[src/rtl/bin2bcd_seq.sv]
// Sequential double-dabble binary to packed BCD converter; BIN_W shift cycles per result.
// Ports: clk, rst (sync, active-high), start, bin -> busy, done, bcd, ovf [, sign].
// Optional macro BIN2BCD_SIGNED_EN treats bin as two's complement and adds the sign output.
module bin2bcd_seq #(
    parameter int BIN_W  = 8,
    parameter int DIGITS = 3
) (
    input  logic                clk,
    input  logic                rst,
    input  logic                start,
    input  logic [BIN_W-1:0]    bin,
    output logic                busy,
    output logic                done,
    output logic [4*DIGITS-1:0] bcd,
    output logic                ovf
`ifdef BIN2BCD_SIGNED_EN
    ,
    output logic                sign
`endif
);

    localparam int SW = 4 * DIGITS;
    localparam int CW = $clog2(BIN_W + 1);

    typedef enum logic [1:0] {
        IDLE  = 2'd0,
        SHIFT = 2'd1,
        DONE  = 2'd2
    } state_t;

    state_t          r_state;
    state_t          w_next;
    logic            w_accept;
    logic            w_last;
    logic [CW-1:0]   r_cnt;
    logic [BIN_W-1:0] r_op;
    logic [BIN_W-1:0] w_mag;
    logic [SW-1:0]   r_scr;
    logic [SW-1:0]   w_adj;
    logic [SW-1:0]   w_scr_nxt;
    logic            w_carry;
    logic [SW-1:0]   r_bcd;
    logic            r_ovf_s;
    logic            r_ovf;
`ifdef BIN2BCD_SIGNED_EN
    logic            r_neg;
    logic            r_sign;
`endif

    always_ff @(posedge clk) begin
        if (rst) r_state <= IDLE;
        else     r_state <= w_next;
    end

    always_comb begin
        w_next   = r_state;
        w_accept = 1'b0;
        w_last   = 1'b0;
        unique case (r_state)
            IDLE, DONE: begin
                if (start) begin
                    w_next   = SHIFT;
                    w_accept = 1'b1;
                end else begin
                    w_next = IDLE;
                end
            end
            SHIFT: begin
                if (r_cnt == CW'(1)) begin
                    w_next = DONE;
                    w_last = 1'b1;
                end
            end
            default: w_next = IDLE;
        endcase
    end

    // Add-3 correction on every digit that would exceed 9 after doubling.
    always_comb begin
        w_adj = r_scr;
        for (int d = 0; d < DIGITS; d++) begin
            if (r_scr[4*d +: 4] >= 4'd5)
                w_adj[4*d +: 4] = r_scr[4*d +: 4] + 4'd3;
        end
        w_carry   = w_adj[SW-1];
        w_scr_nxt = {w_adj[SW-2:0], r_op[BIN_W-1]};
    end

`ifdef BIN2BCD_SIGNED_EN
    // -2^(BIN_W-1) negates to itself, which reads correctly as unsigned.
    assign w_mag = bin[BIN_W-1] ? BIN_W'(-bin) : bin;
`else
    assign w_mag = bin;
`endif

    always_ff @(posedge clk) begin
        if (rst) begin
            r_cnt   <= '0;
            r_op    <= '0;
            r_scr   <= '0;
            r_ovf_s <= 1'b0;
            r_bcd   <= '0;
            r_ovf   <= 1'b0;
`ifdef BIN2BCD_SIGNED_EN
            r_neg   <= 1'b0;
            r_sign  <= 1'b0;
`endif
        end else if (w_accept) begin
            r_cnt   <= CW'(BIN_W);
            r_op    <= w_mag;
            r_scr   <= '0;
            r_ovf_s <= 1'b0;
`ifdef BIN2BCD_SIGNED_EN
            r_neg   <= bin[BIN_W-1];
`endif
        end else if (r_state == SHIFT) begin
            r_cnt   <= r_cnt - CW'(1);
            r_op    <= r_op << 1;
            r_scr   <= w_scr_nxt;
            r_ovf_s <= r_ovf_s | w_carry;
            if (w_last) begin
                r_bcd  <= w_scr_nxt;
                r_ovf  <= r_ovf_s | w_carry;
`ifdef BIN2BCD_SIGNED_EN
                r_sign <= r_neg;
`endif
            end
        end
    end

    assign busy = (r_state == SHIFT);
    assign done = (r_state == DONE);
    assign bcd  = r_bcd;
    assign ovf  = r_ovf;
`ifdef BIN2BCD_SIGNED_EN
    assign sign = r_sign;
`endif

endmodule

[config.mk]
export PLATFORM = sky130hd
export DESIGN_NAME = bin2bcd_seq
export DESIGN_NICKNAME = d
export VERILOG_FILES = /design/src/rtl/bin2bcd_seq.sv
export SDC_FILE = /design/constraint.sdc
export NUM_CORES = 1
export LEC_CHECK = 0
export CORE_MARGIN = 5
export CORE_UTILIZATION = 55
export CTS_CLUSTER_SIZE = 8
export DETAILED_ROUTE_END_ITERATION = 8
export DONT_BUFFER_PORTS = 1
export GPL_TIMING_DRIVEN = 1
export PLACE_DENSITY = 0.74
export SLEW_MARGIN = 20
export SYNTH_ARGS = -nofsm -noshare
export SYNTH_HDL_FRONTEND = slang
export SYNTH_SLANG_ARGS = --single-unit
[constraint.sdc]
create_clock -name clk -period 1.6 [get_ports clk]
set_input_delay 0.32 -clock clk [delete_from_list [all_inputs] [get_ports clk]]
set_output_delay 0.32 -clock clk [all_outputs]
set_load 0.01 [all_outputs]
Yosys cells after proc, flatten, opt, wreduce, memory -nomap -nowiden. Index checks and enable logic that the tools add are counted.

Input bits: 11. ROM bits: 0. Bits in registers: 40. RAM bits: 0. Latch bits: 0. Memories: 0.

Bitwise operators: 2. Eq/ne operators: 4. Shift-type cells: 0. Add/subtract/negate cells: 4. $lt $le $gt $ge: 3. Multiply operators: 0. Reductions and logical operators: 5. Divide/modulo/power cells: 0. Mux-type cells: 14.

Operators by type and width (number): $mux W4 (5); $mux W8 (2); $add A4 B2 Y4 const B (3); $ge A4 B3 Y1 const B (3); $mux W1 (5); $eq A4 B1 Y1 const B (1); $pmux W2 S2 (1); $reduce_or A2 Y1 (2); $sub A4 B1 Y4 const B (1); $reduce_and A3 Y1 (1); $eq A2 B1 Y1 const B (1); $eq A2 B2 Y1 const B (1); $logic_not A2 Y1 (1); $mux W2 (1); $ne A2 B1 Y1 const B (1); $reduce_bool A2 Y1 (1); $not A1 Y1 (1); $or A1 B1 Y1 (1).

Longest topological paths before layout.
Depth after elaboration: 5. Mapped depth: 6. Mapped depth without buffers: 6.

Least setup slack after synthesis. OpenSTA, ideal clock, no wires.

Kind: flip-flop to flip-flop. Start: register r_cnt[0]. End: register r_bcd[10], in the netlist bcd[10]. Arrival time: 1471 ps. Cell stages (with the launch flop): 6. Path buffers: 1. Setup time: 75 ps. Slack: 54 ps. Required time: 1525 ps. Period minus slack after synthesis: 1546 ps. Cells stage by stage: dfxtp_1 > ha_1 > or3b_4 > or3_1 > clkbuf_2 > o22ai_1.

Word-level cells in the longest chain between the ends: 4.

RTL lines: start: declaration (RTL line 35) `logic [CW-1:0] r_cnt;`; start signal: assignment (RTL line 109) `r_cnt <= CW'(BIN_W);`; start signal: assignment (RTL line 117) `r_cnt <= r_cnt - CW'(1);`; $eq A4 B1 Y1 (RTL line 69) `if (r_cnt == CW'(1)) begin`; $mux W1 (RTL line 69); $mux W1 (RTL line 59) `unique case (r_state)`; $reduce_and A3 Y1 (no source line); end signal: assignment (RTL line 122) `r_bcd <= w_scr_nxt;`; end: declaration (RTL line 42) `logic [SW-1:0] r_bcd;`.

No other way between the ends. A chain may end at the register's enable or synchronous reset.

Final worst setup path.
Start: register r_cnt[0]. End: register r_bcd[2], in the netlist bcd[2].

The elaborated chain is that of the path after synthesis.

==> impl_metrics.tcl <==
set metrics [dict create \
    grt_max_degree 27 \
    detail_route.wl_per_cell_um 14.6 \
    worstSkewPairLatency_ns 0.34 \
    fin_crit_sh 1.00 \
    final_nets 244 \
    finalSetupViolations 1 \
    seqPwrFrac 0.583 \
    syn-cell-area_um2 1770 \
    clockBufferDepth 2 \
    critical_path.slowest_cell "or3b_4" \
    required_ns 1.86 \
    yosys_warnings 0 \
    clkTransAtPathRegs_ns 0.12 \
    worst-path-buf-inv 0 \
    die_w_um 66.7 \
    drive_gt1_frac 0.257 \
    synthXorXnorAreaFrac 0.0247 \
    grt_pass1_vias 1421 \
    pre_cts_slack_ns -0.0510 \
    yosys.area_share.simple 0.213 \
    yosysSeqAreaShare 0.452 \
    syn-num-nets 225 \
    drt-total-wl_um 3950 \
    placed_cells 254 \
    cts_root_buf "clkbuf_4" \
    path_class "reg -> reg" \
    r2r_cells 4 \
    cts_tree "built" \
    ys_types 28 \
    drt_iter0_markers 71 \
    use_met2 0.322 \
    portBuffers 0 \
    dp_hpwl_um 2760 \
    failed_checks "negative setup slack" \
    met3_usage 0.0455 \
    slowest_delay_ns 0.41 \
    dr.pass1.iters 4 \
    start_util 0.575 \
    crit_fanout 7 \
    hold_path_class "in -> reg" \
    muxShareOfSynthArea 0.0304 \
    chipHeight_um 66.7 \
    fin_cells 270 \
    switching_power_w 0.000479 \
    cts_inserted_buffers 5 \
    antenna_left 0 \
    yosys.area_share.adder 0.0565 \
    cts_hold_buf 0 \
    placement_rows 20 \
    vias 1495 \
    io_pins 26 \
    core-area_um2 3080 \
    busiest_layer "met2" \
    clock_skew_ns 0.0133 \
    fillers 256 \
    combPwrFrac 0.128 \
    drc 0 \
    synth_top_family_by_area "simple AND/OR/NAND/NOR gates" \
    clock_power_share 0.289 \
    intPower_w 0.00135 \
    multiInputGateArea_um2 975 \
    power_leakage_nw 0.770 \
    relSlewSlack 0.767 \
    grtUsageTotal 0.184 \
    worstPathCellList "ha_4 > or3b_4 > or3_4 > o22ai_1" \
    cts_sinks 40 \
    crit_path_start_kind "register" \
    grt_antenna_before_repair 0 \
    die-area_um2 4450 \
    worst_ep_arrival_time_ns 1.86 \
    cap_violations 0 \
    cp_top_family "simple AND/OR/NAND/NOR gates" \
    area_delta_synth_final_pct 19.4 \
    synth_compound_area_frac 0.175 \
    synth.avg_cell_area_um2 8.59 \
    tightest_slew_ns 0.347 \
    irDropWorstVdd_uv 520 \
    rsz0062_at_grt "true" \
    antennaDiodeCount 0 \
    yosys_register_bits 40 \
    gp_congestion 0.789 \
    grt_pass1_wl_um 6320 \
    outcome "complete, but fails checks" \
    cp_num_cells 4 \
    grtUsageMet1 0.222 \
    setup_slack_ns -0.00536 \
    viasPerCell 5.54 \
    fmax_mhz 623 \
    min_period_ns 1.61 \
    powerDensity_nw_per_um2 866 \
    regArea_um2 808 \
    hold_viol 0 \
    syn_inst 206 \
    htree_levels 2 \
    swShare 0.262 \
    worstSetupEndpointType "register" \
    slew_viol_final 0 \
    grt_overflow 0 \
    hold_depth 1 \
]
power by group through the flow:
stage / logic [W] / registers (W) / clock network, W
floorplan: 0.000155 / 0.00108 / 0
global placement: 0.000199 / 0.00108 / 0
detailed placement: 0.000208 / 0.00109 / 0
CTS: 0.000212 / 0.00106 / 0.000535
global route: 0.000261 / 0.00107 / 0.000601
finish: 0.000234 / 0.00107 / 0.000530
flip-flops by register name, summed over array words and instances, names as in the netlist:
name / flops
r_state: 2
r_scr: 12
r_ovf_s: 1
r_cnt: 4
bcd: 12
r_op: 8
ovf: 1
synth_stat cells:
cell type	count	area share
a311oi_1	5	0.025
mux2_2	3	0.019
buf_4	1	0.0042
nor3_1	7	0.020
nor3b_1	6	0.025
o22ai_1	8	0.028
nor2_1	19	0.040
or3_1	1	0.0035
clkbuf_1	5	0.011
or3b_4	1	0.0064
nor4_1	1	0.0035
a21oi_1	16	0.045
o21ai_0	15	0.042
buf_1	2	0.0042
a211oi_1	8	0.034
nand2_1	15	0.032
nand3_1	9	0.025
nor2b_1	2	0.0071
xnor2_1	4	0.020
dfxtp_1	40	0.45
xor2_1	1	0.0049
buf_2	2	0.0057
inv_1	10	0.021
nor2_2	2	0.0071
clkbuf_2	1	0.0028
mux2i_1	2	0.011
ha_1	8	0.057
nand2b_1	12	0.042
cell families after synthesis:
logic type      Yosys count
compound gates           52
xor+xnor                  5
fa+ha+maj                 8
buf+inv                  21
flops                    40
mux                       5
simple gates             75
worst register-to-register path, cell delays in order, from the launching register on:
cell     delay [ns]
dfxtp_1        0.40
ha_4           0.15
or3b_4         0.41
or3_4          0.40
o22ai_1        0.17
path summary, 6_finish.rpt:
| path | startpoint | end | slack (ns) |
|---|---|---|---|
| max reg2reg | r_cnt[0] | bcd[2] | -0.005 |
| min | rst | bcd[7] | 0.03 |
| max | r_cnt[0] | bcd[2] | -0.005 |
| min reg2reg | r_op[7] | r_scr[0] | 0.48 |
cells in the final DEF (no fill, tap or decap), drive strengths merged, types with 9 or more instances in the layout:
master / Yosys / final
buf: 5 / 23
nand3: 9 / 9
dfxtp: 40 / 40
nand2: 15 / 15
inv: 10 / 10
nand2b: 12 / 12
nor2: 21 / 21
o21ai: 15 / 15
a21oi: 16 / 16
what timing repair did:
item,in CTS,in global routing
setup buffers,0,7
gates resized for setup,5,23
endpoints found under the setup margin,7,18
cloned,0,1
pin swaps,0,5
routing by layer:
metal,up-vias,share of wire
met5,-,0
met3,5,0.055
met1,700,0.40
met2,35,0.53
met4,0,0.010
li1,755,-
final cells by class:
type | count | share of cell area
multi-input combinational | 145 | 0.461
sequential | 40 | 0.382
timing repair buffer | 23 | 0.0840
tap | 44 | 0.0260
clock buffer | 6 | 0.0243
inverter | 10 | 0.0178
clock inverter | 2 | 0.00473
metrics by stage:
| step | hold slack, ns | utilization | power [W] | TNS, ns | instance area, um2 |
|---|---|---|---|---|---|
| 2_1_floorplan | 0.427 | - | 0.00123 | 0 | 1770 |
| 6_report | 0.0299 | 0.687 | 0.00183 | -0.00536 | 2110 |
| 3_5_place_dp | 0.396 | 0.614 | 0.00129 | -0.0838 | 1890 |
| 4_1_cts | 0.0352 | 0.641 | 0.00181 | 0 | 1970 |
| 5_1_grt | -0.00117 | 0.687 | 0.00194 | -0.376 | 2110 |
| 3_3_place_gp | 0.396 | 0.614 | 0.00128 | 0 | 1890 |
Note: power is estimated with default switching activity, not from simulation.
